$ cat src/rtl/voice_mix_sched_pkg.sv
// Shared definitions for the voice mix scheduler: sample width, the silence
// level that is the mixer's neutral operand, and the scheduler state encoding.
package synth_pkg;

  localparam int SAMPLE_W = 18;
  localparam logic [SAMPLE_W-1:0] SILENCE = 18'h20000;

  typedef enum logic [2:0] {
    ST_IDLE,
    ST_FETCH,
    ST_MIX1,
    ST_MIX2,
    ST_STORE,
    ST_DONE
  } state_t;

endpackage

$ cat src/rtl/voice_mix_sched_if.sv
// Voice fetch handshake between the mix scheduler (master) and the voice
// generator bank (slave). The slave may answer combinationally in the request cycle.
interface voice_if
  import synth_pkg::*;
#(
  parameter int NVOICES = 8,
  parameter int IDXW    = $clog2(NVOICES)
);

  logic                voice_req;
  logic [IDXW-1:0]     voice_idx;
  logic                voice_ack;
  logic [SAMPLE_W-1:0] voice_sample;

  modport master (
    output voice_req,
    output voice_idx,
    input  voice_ack,
    input  voice_sample
  );

  modport slave (
    input  voice_req,
    input  voice_idx,
    output voice_ack,
    output voice_sample
  );

endinterface

$ cat src/rtl/voice_mix_sched_mixer.sv
// Two-input offset-binary mixer, two register stages, no reset.
// Z = 2A + 2B - floor(A*B / 2^(DATA_W-1)) - 2^DATA_W, all mod 2^DATA_W.
module mixer #(
  parameter int DATA_W = 18
) (
  input  logic              clk,
  input  logic [DATA_W-1:0] A,
  input  logic [DATA_W-1:0] B,
  output logic [DATA_W-1:0] Z
);

  // The -2^DATA_W term vanishes modulo 2^DATA_W, so only three terms remain.
  function automatic logic [DATA_W-1:0] mix_fn(input logic [DATA_W-1:0] a,
                                               input logic [DATA_W-1:0] b);
    logic [DATA_W-1:0] a2;
    logic [DATA_W-1:0] b2;
    logic [DATA_W-1:0] prod_hi;
    a2      = {a[DATA_W-2:0], 1'b0};
    b2      = {b[DATA_W-2:0], 1'b0};
    prod_hi = DATA_W'(((2*DATA_W)'(a) * (2*DATA_W)'(b)) >> (DATA_W - 1));
    return a2 + b2 - prod_hi;
  endfunction

  logic [DATA_W-1:0] a_p0;
  logic [DATA_W-1:0] b_p0;
  logic [DATA_W-1:0] z_p1;

  // Stage p0: operand capture
  always_ff @(posedge clk) begin
    a_p0 <= A;
    b_p0 <= B;
  end

  // Stage p1: mix result
  always_ff @(posedge clk) begin
    z_p1 <= mix_fn(a_p0, b_p0);
  end

  assign Z = z_p1;

endmodule

$ cat src/rtl/voice_mix_sched.sv
// Time-multiplexed mix scheduler: on each sample tick, folds every enabled voice
// into a running accumulator through one shared mixer and publishes the result.
module voice_mix_sched
  import synth_pkg::*;
#(
  parameter int NVOICES = 8,
  parameter int IDXW    = $clog2(NVOICES)
) (
  input  logic                clk,
  input  logic                rst_n,
  input  logic                sample_tick,
  input  logic [NVOICES-1:0]  voice_en,
  voice_if.master             vif,
  output logic [SAMPLE_W-1:0] mix_out,
  output logic                mix_valid,
  output logic                busy,
  output logic                overrun,
  input  logic                overrun_clr
);

  state_t              state;
  logic [NVOICES-1:0]  en_q;
  logic [IDXW-1:0]     idx;
  logic [IDXW-1:0]     idx_nxt;
  logic                last;
  logic                req_q;
  logic [SAMPLE_W-1:0] acc;
  logic [SAMPLE_W-1:0] op_b;
  logic [SAMPLE_W-1:0] mix_z;
  logic                take;

  assign idx_nxt = idx + 1'b1;
  assign last    = (idx == IDXW'(NVOICES - 1));
  assign take    = (state == ST_FETCH) && en_q[idx] && vif.voice_ack;

  assign vif.voice_req = req_q;
  assign vif.voice_idx = idx;

  // acc and op_b stay put from MIX1 through STORE, so Z in STORE reflects them.
  mixer #(.DATA_W(SAMPLE_W)) u_mixer (
    .clk (clk),
    .A   (acc),
    .B   (op_b),
    .Z   (mix_z)
  );

  always_ff @(posedge clk) begin
    if (take) op_b <= vif.voice_sample;
  end

  always_ff @(posedge clk or negedge rst_n) begin
    if (!rst_n) begin
      state     <= ST_IDLE;
      en_q      <= '0;
      idx       <= '0;
      req_q     <= 1'b0;
      acc       <= SILENCE;
      mix_out   <= SILENCE;
      mix_valid <= 1'b0;
      busy      <= 1'b0;
      overrun   <= 1'b0;
    end else begin
      mix_valid <= 1'b0;
      if (sample_tick && (state != ST_IDLE)) overrun <= 1'b1;
      else if (overrun_clr)                  overrun <= 1'b0;

      unique case (state)
        ST_IDLE: begin
          if (sample_tick) begin
            acc   <= SILENCE;
            en_q  <= voice_en;
            idx   <= '0;
            req_q <= voice_en[0];
            busy  <= 1'b1;
            state <= ST_FETCH;
          end
        end
        ST_FETCH: begin
          if (!en_q[idx]) begin
            if (last) begin
              mix_out   <= acc;
              mix_valid <= 1'b1;
              state     <= ST_DONE;
            end else begin
              idx   <= idx_nxt;
              req_q <= en_q[idx_nxt];
            end
          end else if (vif.voice_ack) begin
            req_q <= 1'b0;
            state <= ST_MIX1;
          end
        end
        ST_MIX1: state <= ST_MIX2;
        ST_MIX2: state <= ST_STORE;
        ST_STORE: begin
          acc <= mix_z;
          if (last) begin
            mix_out   <= mix_z;
            mix_valid <= 1'b1;
            state     <= ST_DONE;
          end else begin
            idx   <= idx_nxt;
            req_q <= en_q[idx_nxt];
            state <= ST_FETCH;
          end
        end
        ST_DONE: begin
          busy  <= 1'b0;
          state <= ST_IDLE;
        end
        default: state <= ST_IDLE;
      endcase
    end
  end

endmodule
$ cat src/flat_wrapper.sv
// flat-port wrapper written by rule: the top's interface ports become plain ports
module voice_mix_sched_flat import synth_pkg::*;
#(
  parameter int NVOICES = 8,
  parameter int IDXW    = $clog2(NVOICES)
)
  (clk, rst_n, sample_tick, voice_en, mix_out, mix_valid, busy, overrun, overrun_clr, vif_voice_req, vif_voice_idx, vif_voice_ack, vif_voice_sample);
  voice_if #(.NVOICES(NVOICES), .IDXW(IDXW)) vif_i ();
  input  logic clk;
  input  logic rst_n;
  input  logic sample_tick;
  input  logic [NVOICES-1:0] voice_en;
  output logic [SAMPLE_W-1:0] mix_out;
  output logic mix_valid;
  output logic busy;
  output logic overrun;
  input  logic overrun_clr;
  output wire logic [$bits(vif_i.voice_req)-1:0] vif_voice_req;
  output wire logic [$bits(vif_i.voice_idx)-1:0] vif_voice_idx;
  input wire logic [$bits(vif_i.voice_ack)-1:0] vif_voice_ack;
  input wire logic [$bits(vif_i.voice_sample)-1:0] vif_voice_sample;
  assign vif_voice_req = vif_i.voice_req;
  assign vif_voice_idx = vif_i.voice_idx;
  assign vif_i.voice_ack = vif_voice_ack;
  assign vif_i.voice_sample = vif_voice_sample;
  voice_mix_sched #(.NVOICES(NVOICES), .IDXW(IDXW)) u_core (.clk(clk), .rst_n(rst_n), .sample_tick(sample_tick), .voice_en(voice_en), .vif(vif_i), .mix_out(mix_out), .mix_valid(mix_valid), .busy(busy), .overrun(overrun), .overrun_clr(overrun_clr));
endmodule
$ cat config.mk
export PLATFORM = sky130hd
export DESIGN_NAME = voice_mix_sched_flat
export DESIGN_NICKNAME = d
export VERILOG_FILES = /design/src/rtl/voice_mix_sched_pkg.sv /design/src/rtl/voice_mix_sched_if.sv /design/src/rtl/voice_mix_sched_mixer.sv /design/src/rtl/voice_mix_sched.sv /design/src/flat_wrapper.sv
export SDC_FILE = /design/constraint.sdc
export NUM_CORES = 1
export LEC_CHECK = 0
export ABC_CLOCK_PERIOD_IN_PS = 8200
export BUFFER_PORTS_ARGS = -buffer_cell sky130_fd_sc_hd__buf_2
export CORE_MARGIN = 2
export CORE_UTILIZATION = 35
export CTS_CLUSTER_SIZE = 40
export DETAILED_ROUTE_END_ITERATION = 7
export SYNTH_ARGS = -nofsm -noshare
export SYNTH_HDL_FRONTEND = slang
export SYNTH_SLANG_ARGS = --single-unit
$ cat constraint.sdc
create_clock -name clk -period 8.2 [get_ports clk]
set_clock_uncertainty 0.05 [all_clocks]
set_input_delay 1.64 -clock clk [delete_from_list [all_inputs] [get_ports clk]]
set_output_delay 1.64 -clock clk [all_outputs]
set_load 0.005 [all_outputs]
==> results.yml <==
clocking:
  clock_latency_ps: 430
  cts_root_buf: "clkbuf_16"
  path_clk_slew_ps: 60
  cts_buffers: 17
  cts_tree: "done"
  h-tree-depth: 4
  clockBufferDepth: 2
  numClockSinks: 126
critical_path:
  cp_max_fo: 8
  crit_type: "register to register"
  start_kind: "register"
  cpMostUsedCell: "fa_1"
  cp_slowest_cell: "fa_1"
  critical_path.max_stage_delay_ps: 560
  worst_ep_required_time_ps: 8500
  arrival_ps: 8140
  critPathCaptureType: "register"
placement:
  dp_hpwl_mm: 28.9
  gp_congestion: 0.867
  dpl_worst_slack_ps: -39.7
  io_buffers: 55
  place_area_um2: 16500
global_route:
  grt_max_degree: 55
  grt_pass1_wl_mm: 57.9
  antenna_found_initial: 1
  grt_usage_pct: 16.6
  overflow: 0
  grt_pass1_vias: 11400
synthesis:
  async_flop_share_pct: 42.9
  syn_inst: 1548
  synth_area_leaders: "fa_1 (36%), ha_1 (10%), dfrtp_1 (8.6%), inv_1 (8.0%), dfxtp_1 (7.2%)"
  synth.distinct_cells: 62
  ys_seq_area_share_pct: 19.7
  yosys_warnings: 0
  ys_ff_latch: 126
  synth_area_leader_cell: "fa_1"
  synthesis.area_um2: 15100
  synth-edff-count: 18
  synth_flop_cell: "dfxtp_1"
  synth_top_cell_area_share_pct: 35.9
  syn-num-nets: 1970
  avgSynthCellArea_um2: 9.74
timing:
  holdWs_ps: 290
  slew_headroom_pct: 27.8
  fin_crit_sh_pct: 95.6
  max_freq_ghz: 0.128
  drv_slew: 0
  worst_pin_slew_ps: 1080
  setup_viol: 0
  final-hold-violation-count: 0
  layout_min_cycle_time_ps: 7840
  fin_ws_ps: 359
  grt_setup_unrepaired: "true"
floorplan:
  dieArea_um2: 44700
  num_rows: 76
  die_h_um: 212
  fp.coreArea_um2: 42800
  initial_core_util_pct: 35.2
  die_w_um: 212
  io_pins: 56
drt:
  via_per_inst: 4.79
  dr.pass1.iters: 7
  avgRoutedWirePerCell_um: 15.8
  drc: 0
  drt_wl_total_mm: 34.8
  drt-initial-drc-count: 576
  vias: 10600
  ant_nets: 0
final_layout:
  area_growth_pct: 13.9
  drive_above_1_share_pct: 13.1
  final_area_um2: 17200
  diodes: 0
  num-nets-final: 2069
  n_fill_cell: 4228
hold_path:
  hold_path.class: "register to register"
job:
  drv_cap: 0
run_status:
  status: "completed"
## path summary, 6_finish.rpt
path                                                 from                         endpoint  slack (ps)  cells after the start
setup / recovery           u_core.u_mixer.a_p0[5]$_DFF_P_     u_core.u_mixer.Z[17]$_DFF_P_         360                     30
hold / removal                  u_core.op_b[17]$_DFFE_PP_  u_core.u_mixer.b_p0[17]$_DFF_P_         290                      0
setup reg to reg           u_core.u_mixer.a_p0[5]$_DFF_P_     u_core.u_mixer.Z[17]$_DFF_P_         360                     30
hold reg to reg                 u_core.op_b[17]$_DFFE_PP_  u_core.u_mixer.b_p0[17]$_DFF_P_         290                      0
max in group asynchronous                           rst_n        u_core.acc[1]$_DFFE_PN0P_        6360                      2
min in group asynchronous                           rst_n       u_core.en_q[2]$_DFFE_PN0P_        1280                      2
## registers in the layout, summed over array words and instances, names as in the netlist, 8 cells and up
register,count
u_core.acc,18
u_core.en_q,8
u_core.mix_out,18
u_core.op_b,18
u_core.u_mixer.Z,18
u_core.u_mixer.a_p0,18
u_core.u_mixer.b_p0,18
## cells in the mapped netlist (3+ instances only)
master / number
a211oi_1: 3
a21o_1: 19
a21oi_1: 57
a31oi_1: 5
and2_1: 135
and3_1: 7
buf_2: 3
clkbuf_1: 57
dfrtp_1: 52
dfxtp_1: 54
edfxtp_1: 18
fa_1: 270
ha_1: 121
inv_1: 320
mux2_2: 9
mux2i_1: 20
mux4_2: 4
nand2_1: 201
nand2b_1: 4
nand3_1: 9
nand4_1: 5
nor2_1: 63
nor2b_1: 4
nor3_1: 5
o21ai_0: 17
o21bai_1: 7
xnor2_1: 30
xor2_1: 9
## layout by cell type, fill, tap and decap left out, types with 5 or more instances in the layout
master,instances
nand3_1,9
nor2_1,62
o21ai_0,15
xnor2_1,30
inv_1,320
dfxtp_1,40
mux2i_1,20
dfrtp_1,52
fa_1,270
dfxtp_2,14
a31oi_1,5
o21bai_1,7
a21o_1,19
and3_1,7
xor2_1,9
edfxtp_1,18
buf_4,84
nand2_1,201
ha_1,121
clkbuf_16,21
buf_2,55
nand4_1,5
mux2_2,9
and2_1,135
a21oi_1,56
## timing repair
item	4_1_cts	5_1_grt
buffers inserted	0	1
pin swaps	0	1
endpoints found under the setup margin	1	6
resized for setup	2	19
hold buffers	0	0
## through the flow
step,utilization [%],TNS [ps],cells
2_1_floorplan,-,0,1548
3_3_place_gp,38.5,0,2173
3_5_place_dp,38.5,-39.7,2173
4_1_cts,40.0,0,2205
5_1_grt,40.1,-44.6,2206
6_report,40.1,0,2206
## layer usage
| metal | up-vias | track usage [%] | wire length [um] |
|---|---|---|---|
| met5 | - | 0 | 12 |
| met4 | 2 | 4.71 | 851 |
| met3 | 57 | 2.24 | 1510 |
| met2 | 213 | 29.2 | 17700 |
| met1 | 5389 | 21.3 | 14700 |
| li1 | 4907 | - | - |
## critical path, delay by kind of cell (launching register included)
kind | cells | cell delay (ps)
adder cells (fa/ha/maj) | 10 | 4200
AO/OA/AOI/OAI | 8 | 1780
XOR/XNOR | 3 | 510
AND/OR/NAND/NOR | 3 | 470
buffers and inverters | 6 | 420
flip-flops | 1 | 350
## kinds of logic after synthesis
group	synth area share [%]
xor gates and xnor gates	2.27
DFF	19.7
AOI/OAI and AO/OA	6.12
and+or+nand+nor	13.7
muxes	2.69
buffers and inverters	9.54
adders and majority gates	45.9
## cell type report
type	instances	area, um^2	share of cell area [%]
well taps	546	683	3.98
repair buffers	141	946	5.51
inverters	321	1200	7.02
clock buffers	22	529	3.08
multi-input cells	1040	10700	62.3
clock inverters	10	120	0.699
flip-flops and latches	126	2990	17.4
Power is not shown: default switching activity piles up to over one toggle a cycle in this logic, so the estimate is an artifact.
